**config.mk**
```make
export PLATFORM = sky130hd
export DESIGN_NAME = cpc_rom_bank_ctrl
export DESIGN_NICKNAME = d
export VERILOG_FILES = /design/src/rtl/cpc_rom_pkg.sv /design/src/rtl/cpc_bus_sync.sv /design/src/rtl/cpc_rom_bank_ctrl.sv
export SDC_FILE = /design/constraint.sdc
export NUM_CORES = 1
export LEC_CHECK = 0
export CORE_UTILIZATION = 40
export CTS_CLUSTER_DIAMETER = 80
export DETAILED_ROUTE_END_ITERATION = 6
export PLACE_DENSITY = 0.62
export SLEW_MARGIN = 0
export SYNTH_ARGS = -nofsm -noshare
export SYNTH_HDL_FRONTEND = slang
export SYNTH_SLANG_ARGS = --single-unit
```
**constraint.sdc**
```tcl
create_clock -name clk -period 2.5 [get_ports clk]
set_input_delay 0.25 -clock clk [delete_from_list [all_inputs] [get_ports clk]]
set_output_delay 0.25 -clock clk [all_outputs]
set_load 0.005 [all_outputs]
```
**src/rtl/cpc_rom_pkg.sv**
```systemverilog
// Shared types and constants for the CPC eight-ROM expansion board controller.
package cpc_rom_pkg;

  // EEPROM write-cycle sequencer states
  typedef enum logic [1:0] {
    ST_IDLE  = 2'd0,
    ST_WRITE = 2'd1,
    ST_BUSY  = 2'd2
  } state_t;

  // Status register bit positions
  localparam int unsigned STAT_PROG_EN = 0;
  localparam int unsigned STAT_BUSY    = 1;
  localparam int unsigned STAT_OVERRUN = 2;

  // Upper-ROM select port is any I/O write with A13 low; index within A15..A8
  localparam int unsigned A13_BIT = 5;

  // Strobe positions inside the synchronizer pipeline
  localparam int unsigned SB_IORQ = 0;
  localparam int unsigned SB_MREQ = 1;
  localparam int unsigned SB_RD   = 2;
  localparam int unsigned SB_WR   = 3;
  localparam int unsigned SB_W    = 4;

endpackage

```
**src/rtl/cpc_bus_sync.sv**
```systemverilog
// Two-stage pipeline for Z80 strobes, A15..A8 and data, plus strobe edge pulses.
module cpc_bus_sync
  import cpc_rom_pkg::*;
(
  input  logic       clk,
  input  logic       reset,
  input  logic       iorq_b,
  input  logic       mreq_b,
  input  logic       rd_b,
  input  logic       wr_b,
  input  logic [7:0] a_hi,
  input  logic [7:0] d,
  output logic       iorq_s,
  output logic       mreq_s,
  output logic       iorq_d,
  output logic       wr_fall,
  output logic       wr_rise,
  output logic       rd_rise,
  output logic [7:0] a_hi_s,
  output logic [7:0] d_s
);

  logic [SB_W-1:0] strb_in;
  logic [SB_W-1:0] strb_1;
  logic [SB_W-1:0] strb_2;
  logic [7:0]      a_hi_1;
  logic [7:0]      d_1;
  logic            rd_d;
  logic            wr_d;

  assign strb_in = {wr_b, rd_b, mreq_b, iorq_b};

  // Shared pipeline keeps strobes, address and data cycle-aligned; *_d holds last stage-2 value
  always_ff @(posedge clk) begin
    if (reset) begin
      strb_1 <= '1;
      strb_2 <= '1;
      a_hi_1 <= '0;
      a_hi_s <= '0;
      d_1    <= '0;
      d_s    <= '0;
      iorq_d <= 1'b1;
      rd_d   <= 1'b1;
      wr_d   <= 1'b1;
    end else begin
      strb_1 <= strb_in;
      strb_2 <= strb_1;
      a_hi_1 <= a_hi;
      a_hi_s <= a_hi_1;
      d_1    <= d;
      d_s    <= d_1;
      iorq_d <= strb_2[SB_IORQ];
      rd_d   <= strb_2[SB_RD];
      wr_d   <= strb_2[SB_WR];
    end
  end

  assign iorq_s  = strb_2[SB_IORQ];
  assign mreq_s  = strb_2[SB_MREQ];
  assign wr_fall = wr_d & ~strb_2[SB_WR];
  assign wr_rise = ~wr_d & strb_2[SB_WR];
  assign rd_rise = ~rd_d & strb_2[SB_RD];

endmodule

```
**src/rtl/cpc_rom_bank_ctrl.sv**
```systemverilog
// Upper-ROM bank controller: ROM select tracking, chip-select decode, EEPROM write gating and timing.
module cpc_rom_bank_ctrl
  import cpc_rom_pkg::*;
#(
  parameter logic [4:0]  ROM_BASE   = 5'd0,
  parameter logic [7:0]  CTRL_PORT  = 8'hFB,
  parameter int unsigned TWC_CYCLES = 40000
) (
  input  logic       clk,
  input  logic       reset,
  input  logic [7:0] a_hi,
  input  logic [7:0] d,
  input  logic       iorq_b,
  input  logic       mreq_b,
  input  logic       rd_b,
  input  logic       wr_b,
  input  logic       romen_b,
  input  logic [7:0] en_mask,
  output logic [3:0] romcs_b,
  output logic       roma14,
  output logic [3:0] rom_we_b,
  output logic       romdis,
  output logic [7:0] dout,
  output logic       dout_oe,
  output logic       busy
);

  localparam int unsigned CNT_W = ($clog2(TWC_CYCLES) > 16) ? $clog2(TWC_CYCLES) : 16;

  state_t           state;
  state_t           state_nxt;
  logic [2:0]       slot_q;
  logic             claim_q;
  logic             prog_en;
  logic             overrun;
  logic [CNT_W-1:0] cnt;

  logic       iorq_s, mreq_s, iorq_d;
  logic       wr_fall, wr_rise, rd_rise;
  logic [7:0] a_hi_s, d_s;

  logic io_wr_start, sel_wr, ctrl_wr, mem_wr_start, stat_rd_end, wg_s, ovr_set;
  logic hit, wg;

  cpc_bus_sync u_sync (
    .clk     (clk),
    .reset   (reset),
    .iorq_b  (iorq_b),
    .mreq_b  (mreq_b),
    .rd_b    (rd_b),
    .wr_b    (wr_b),
    .a_hi    (a_hi),
    .d       (d),
    .iorq_s  (iorq_s),
    .mreq_s  (mreq_s),
    .iorq_d  (iorq_d),
    .wr_fall (wr_fall),
    .wr_rise (wr_rise),
    .rd_rise (rd_rise),
    .a_hi_s  (a_hi_s),
    .d_s     (d_s)
  );

  // Bus cycle decode on the synchronized view; iorq_d qualifies the read trailing edge
  assign io_wr_start  = wr_fall & ~iorq_s;
  assign sel_wr       = io_wr_start & ~a_hi_s[A13_BIT];
  assign ctrl_wr      = io_wr_start & (a_hi_s == CTRL_PORT);
  assign mem_wr_start = wr_fall & ~mreq_s & a_hi_s[7] & a_hi_s[6];
  assign stat_rd_end  = rd_rise & ~iorq_d & (a_hi_s == CTRL_PORT);
  assign wg_s         = prog_en & claim_q & mem_wr_start;
  assign ovr_set      = (state == ST_BUSY) & wg_s;

  // State register
  always_ff @(posedge clk) begin
    if (reset) state <= ST_IDLE;
    else       state <= state_nxt;
  end

  // Next-state logic
  always_comb begin
    state_nxt = state;
    case (state)
      ST_IDLE:  if (wg_s)         state_nxt = ST_WRITE;
      ST_WRITE: if (wr_rise)      state_nxt = ST_BUSY;
      ST_BUSY:  if (cnt == '0)    state_nxt = ST_IDLE;
      default:                    state_nxt = ST_IDLE;
    endcase
  end

  // Output decode: chip selects, write enables and status respond to the live bus
  always_comb begin
    busy     = (state == ST_BUSY);
    hit      = claim_q & ~romen_b & a_hi[7] & a_hi[6];
    wg       = prog_en & claim_q & ((state == ST_IDLE) | (state == ST_WRITE))
               & ~mreq_b & a_hi[7] & a_hi[6];
    romcs_b  = 4'hF;
    rom_we_b = 4'hF;
    if (hit)        romcs_b[slot_q[2:1]]  = 1'b0;
    if (wg & ~wr_b) rom_we_b[slot_q[2:1]] = 1'b0;
    roma14   = slot_q[0];
    romdis   = claim_q;
    dout_oe  = ~iorq_b & ~rd_b & (a_hi == CTRL_PORT);
    dout     = 8'h00;
    dout[STAT_PROG_EN] = prog_en;
    dout[STAT_BUSY]    = busy;
    dout[STAT_OVERRUN] = overrun;
  end

  // Select/control registers, write-cycle timer and sticky overrun flag (set beats clear)
  always_ff @(posedge clk) begin
    if (reset) begin
      slot_q  <= 3'd0;
      claim_q <= 1'b0;
      prog_en <= 1'b0;
      overrun <= 1'b0;
      cnt     <= '0;
    end else begin
      if (sel_wr) begin
        slot_q  <= d_s[2:0];
        claim_q <= (d_s[7:3] == ROM_BASE) & en_mask[d_s[2:0]];
      end
      if (ctrl_wr) prog_en <= d_s[0];
      if ((state == ST_WRITE) && wr_rise)     cnt <= CNT_W'(TWC_CYCLES - 1);
      else if ((state == ST_BUSY) && (cnt != '0)) cnt <= cnt - CNT_W'(1);
      if (ovr_set)          overrun <= 1'b1;
      else if (stat_rd_end) overrun <= 1'b0;
    end
  end

endmodule
```
==> metrics.csv <==
metric,value,unit
outcome,completed,
Reg-to-Reg End,cnt[4]$_SDFFE_PP0P_,
DRC,0,
worst slew pin tran,763,ps
Slew headroom,0.491,
Switching Share,0.235,
type of the worst min-delay path,reg2reg,
largest net degree at the start of global routing,45,
max cap viols,0,
Yosys cell types,44,
1st-iter DRT viols,80,
n_diodes,0,
Post-CTS Setup Inserts,0,
Tmin final,2160,ps
total gr overflow,0,
DP Worst Slack,333,ps
Worst Setup SP,a_hi[6],
ys flop type,dfxtp_1,
Non-Filler Instances,386,
FF-to-FF path depth,6,
data arrival time of the worst path,1910,ps
CTS tree,built,
Internal,1.53,mW
CTS H-Tree Depth,3,
number of global-route vias before repair,1805,
clock sink total,67,
flop2flop setup slack,590,ps
R2R Path Start,cnt[0]$_SDFFE_PP0P_,
TritonCTS Buffers,9,
post_cts resized,0,
power density over the cells,609,nW/um2
die width,83.0,um
initial antenna violation count,0,
"EDFF count, synth",0,
Total GRT Usage,0.151,
Leak,1.16,nW
Mapped Area,2630,um2
final total power,2.00,mW
DR pass1 iterations,4,
Post-Syn Area per Cell,10.2,um2
fmax,464,MHz
logic gate share of total power,0.051,
fraction of registers with async set/reset,0,
synth warn,0,
CP cell instances,clkdlybuf4s50_1 > nand3_1 > nor4_1 > buf_4 > nand3_1 > clkdlybuf4s50_1,
layout cell share with drive strength beyond 1,0.152,
Nets,336,
Worst VDD drop,0.342,mV
die area,6890,um2
crit-path max FO,4,
Fin Clk Skew,9.08,ps
Inst Count DP,370,
WL per Instance,12.2,um
Area Growth Syn to Fin,25.3,%
power share of the clock group,0.397,
hold buffer count at cts,0,
max-slew violations,0,
post-route ant nets,0,
CP Capture Type,output pin,
Initial Util,0.413,
synthesized instance count,258,
IO Pins,51,
final hold violations,0,
startpoint types,input port,
Crit path largest cell delay,490,ps
Setup TNS,0,ps
CTS clock-pin slew for the worst setup and hold paths,70,ps
CP Class,in2out,
Buffers on Ports,45,
row count,29,
Via-to-Cell Ratio,4.81,
critical path's slowest cell,clkdlybuf4s50_1,
Worst-Skew Late Latency,340,ps
Tcrit/Tclk final,0.862,
PnR worst setup slack,344,ps
GPL Wtd Cong,0.711,
DP HPWL,3320,um
P_sw,0.471,mW
Critical Path RT,2250,ps
RSZ-0062 raised after global routing,false,
CTS Root Cell,clkbuf_8,
first-pass GRT wire length,8220,um
Seq cells post-synth,67,
Setup crit end,rom_we_b[3],
final wirelength,4720,um
clock buffer depth,2,
count of final setup violators,0,
total number of vias,1858,
sequential cell area fraction in the yosys report,0.511,
sequential fraction of design power,0.553,
core footprint,6350,um2
Die H,83.0,um
## cell usage in the layout, fill, tap and decap left out, drive strengths merged, types with 3 or more instances in the layout
cell            n
clkbuf          9
a31oi           6
xnor2           7
nor3            6
nor2           16
inv             5
clkdlybuf4s50  44
or3             7
a311oi          3
nor4            5
nor2b          36
conb            5
nand2          22
nand3           7
clkinv          4
dfxtp          67
nand2b          5
mux2i           8
buf             5
or2            11
a21oi           6
## critical path, delay by kind of cell
family | cells | cell delay (ps)
simple gates | 3 | 510
buf+inv | 3 | 1130
## through the flow
| stage | cell area (um2) | utilization | hold WS [ps] |
|---|---|---|---|
| 6_report | 3290 | 0.518 | 415 |
| 5_1_grt | 3290 | 0.518 | 434 |
| 4_1_cts | 3290 | 0.518 | 418 |
| 3_5_place_dp | 3110 | 0.490 | 401 |
| 3_3_place_gp | 3110 | 0.490 | 392 |
| 2_1_floorplan | 2640 | - | 357 |
## layer usage
metal / GRT usage / share of wire / up-vias / routed length [um]
li1: - / - / 964 / -
met1: 0.195 / 0.49 / 833 / 2290
met2: 0.213 / 0.41 / 52 / 1960
met3: 0.0666 / 0.080 / 9 / 378
met4: 0.0752 / 0.019 / 0 / 92
met5: 0 / 0 / - / 0
## flip-flops by register name, indices dropped and copies added (netlist names)
register / count
u_sync.strb_2: 4
u_sync.iorq_d: 1
prog_en: 1
u_sync.a_hi_1: 8
cnt: 16
u_sync.a_hi_s: 8
slot_q: 3
u_sync.d_s: 8
u_sync.strb_1: 4
romdis: 1
overrun: 1
u_sync.rd_d: 1
u_sync.wr_d: 1
state: 2
u_sync.d_1: 8
## synthesized netlist by cell type (3+ instances only)
cell type	count	area share
dfxtp_1	67	0.51
nor2b_1	36	0.086
nand2_1	22	0.031
nor2_1	15	0.021
or2_2	11	0.026
clkbuf_1	9	0.013
buf_4	8	0.023
mux2i_1	8	0.031
nand3_1	7	0.013
xnor2_1	7	0.023
a21oi_1	6	0.011
a31oi_1	6	0.014
or3_1	6	0.014
nand2b_1	5	0.012
nor3_1	5	0.0095
a311oi_1	3	0.010
inv_1	3	0.0043
nor4_1	3	0.0072
## layout make-up
type	count	area [um2]
repair buffers	49	475
multi-input cells	174	1190
clock inverters	7	52.6
inverters	3	11.3
clock buffers	9	124
fillers	607	3060
flip-flops and latches	67	1340
well taps	77	96.3
## worst min path at each step
stage                                           start                     endpoint  slack [ps]  cells after the start
after floorplan                                iorq_b  u_sync.strb_1[0]$_SDFF_PP1_         360                      1
after global placement    u_sync.strb_1[3]$_SDFF_PP1_  u_sync.strb_2[3]$_SDFF_PP1_         390                      1
after detailed placement  u_sync.strb_1[2]$_SDFF_PP1_  u_sync.strb_2[2]$_SDFF_PP1_         400                      1
after CTS                 u_sync.strb_1[1]$_SDFF_PP1_  u_sync.strb_2[1]$_SDFF_PP1_         420                      1
after global routing      u_sync.strb_1[1]$_SDFF_PP1_  u_sync.strb_2[1]$_SDFF_PP1_         430                      1
final                     u_sync.strb_1[3]$_SDFF_PP1_  u_sync.strb_2[3]$_SDFF_PP1_         420                      1
## power by group through the flow
| stage | clock [mW] | sequential, mW | combinational, mW |
|---|---|---|---|
| 6_report | 0.794 | 1.11 | 0.102 |
| 5_1_grt | 0.873 | 1.11 | 0.113 |
| 4_1_cts | 0.821 | 1.11 | 0.103 |
| 3_5_place_dp | 0 | 1.13 | 0.103 |
| 3_3_place_gp | 0 | 1.13 | 0.102 |
| 2_1_floorplan | 0 | 1.13 | 0.0532 |
## kinds of logic after synthesis
group,synth area share
and+or+nand+nor,0.307
DFF,0.511
AOI/OAI and AO/OA,0.0624
buffers and inverters,0.0419
muxes,0.0477
xor gates and xnor gates,0.0234
adders and majority gates,0.00477
other,0.00143
Power figures use the tool's default switching activity.
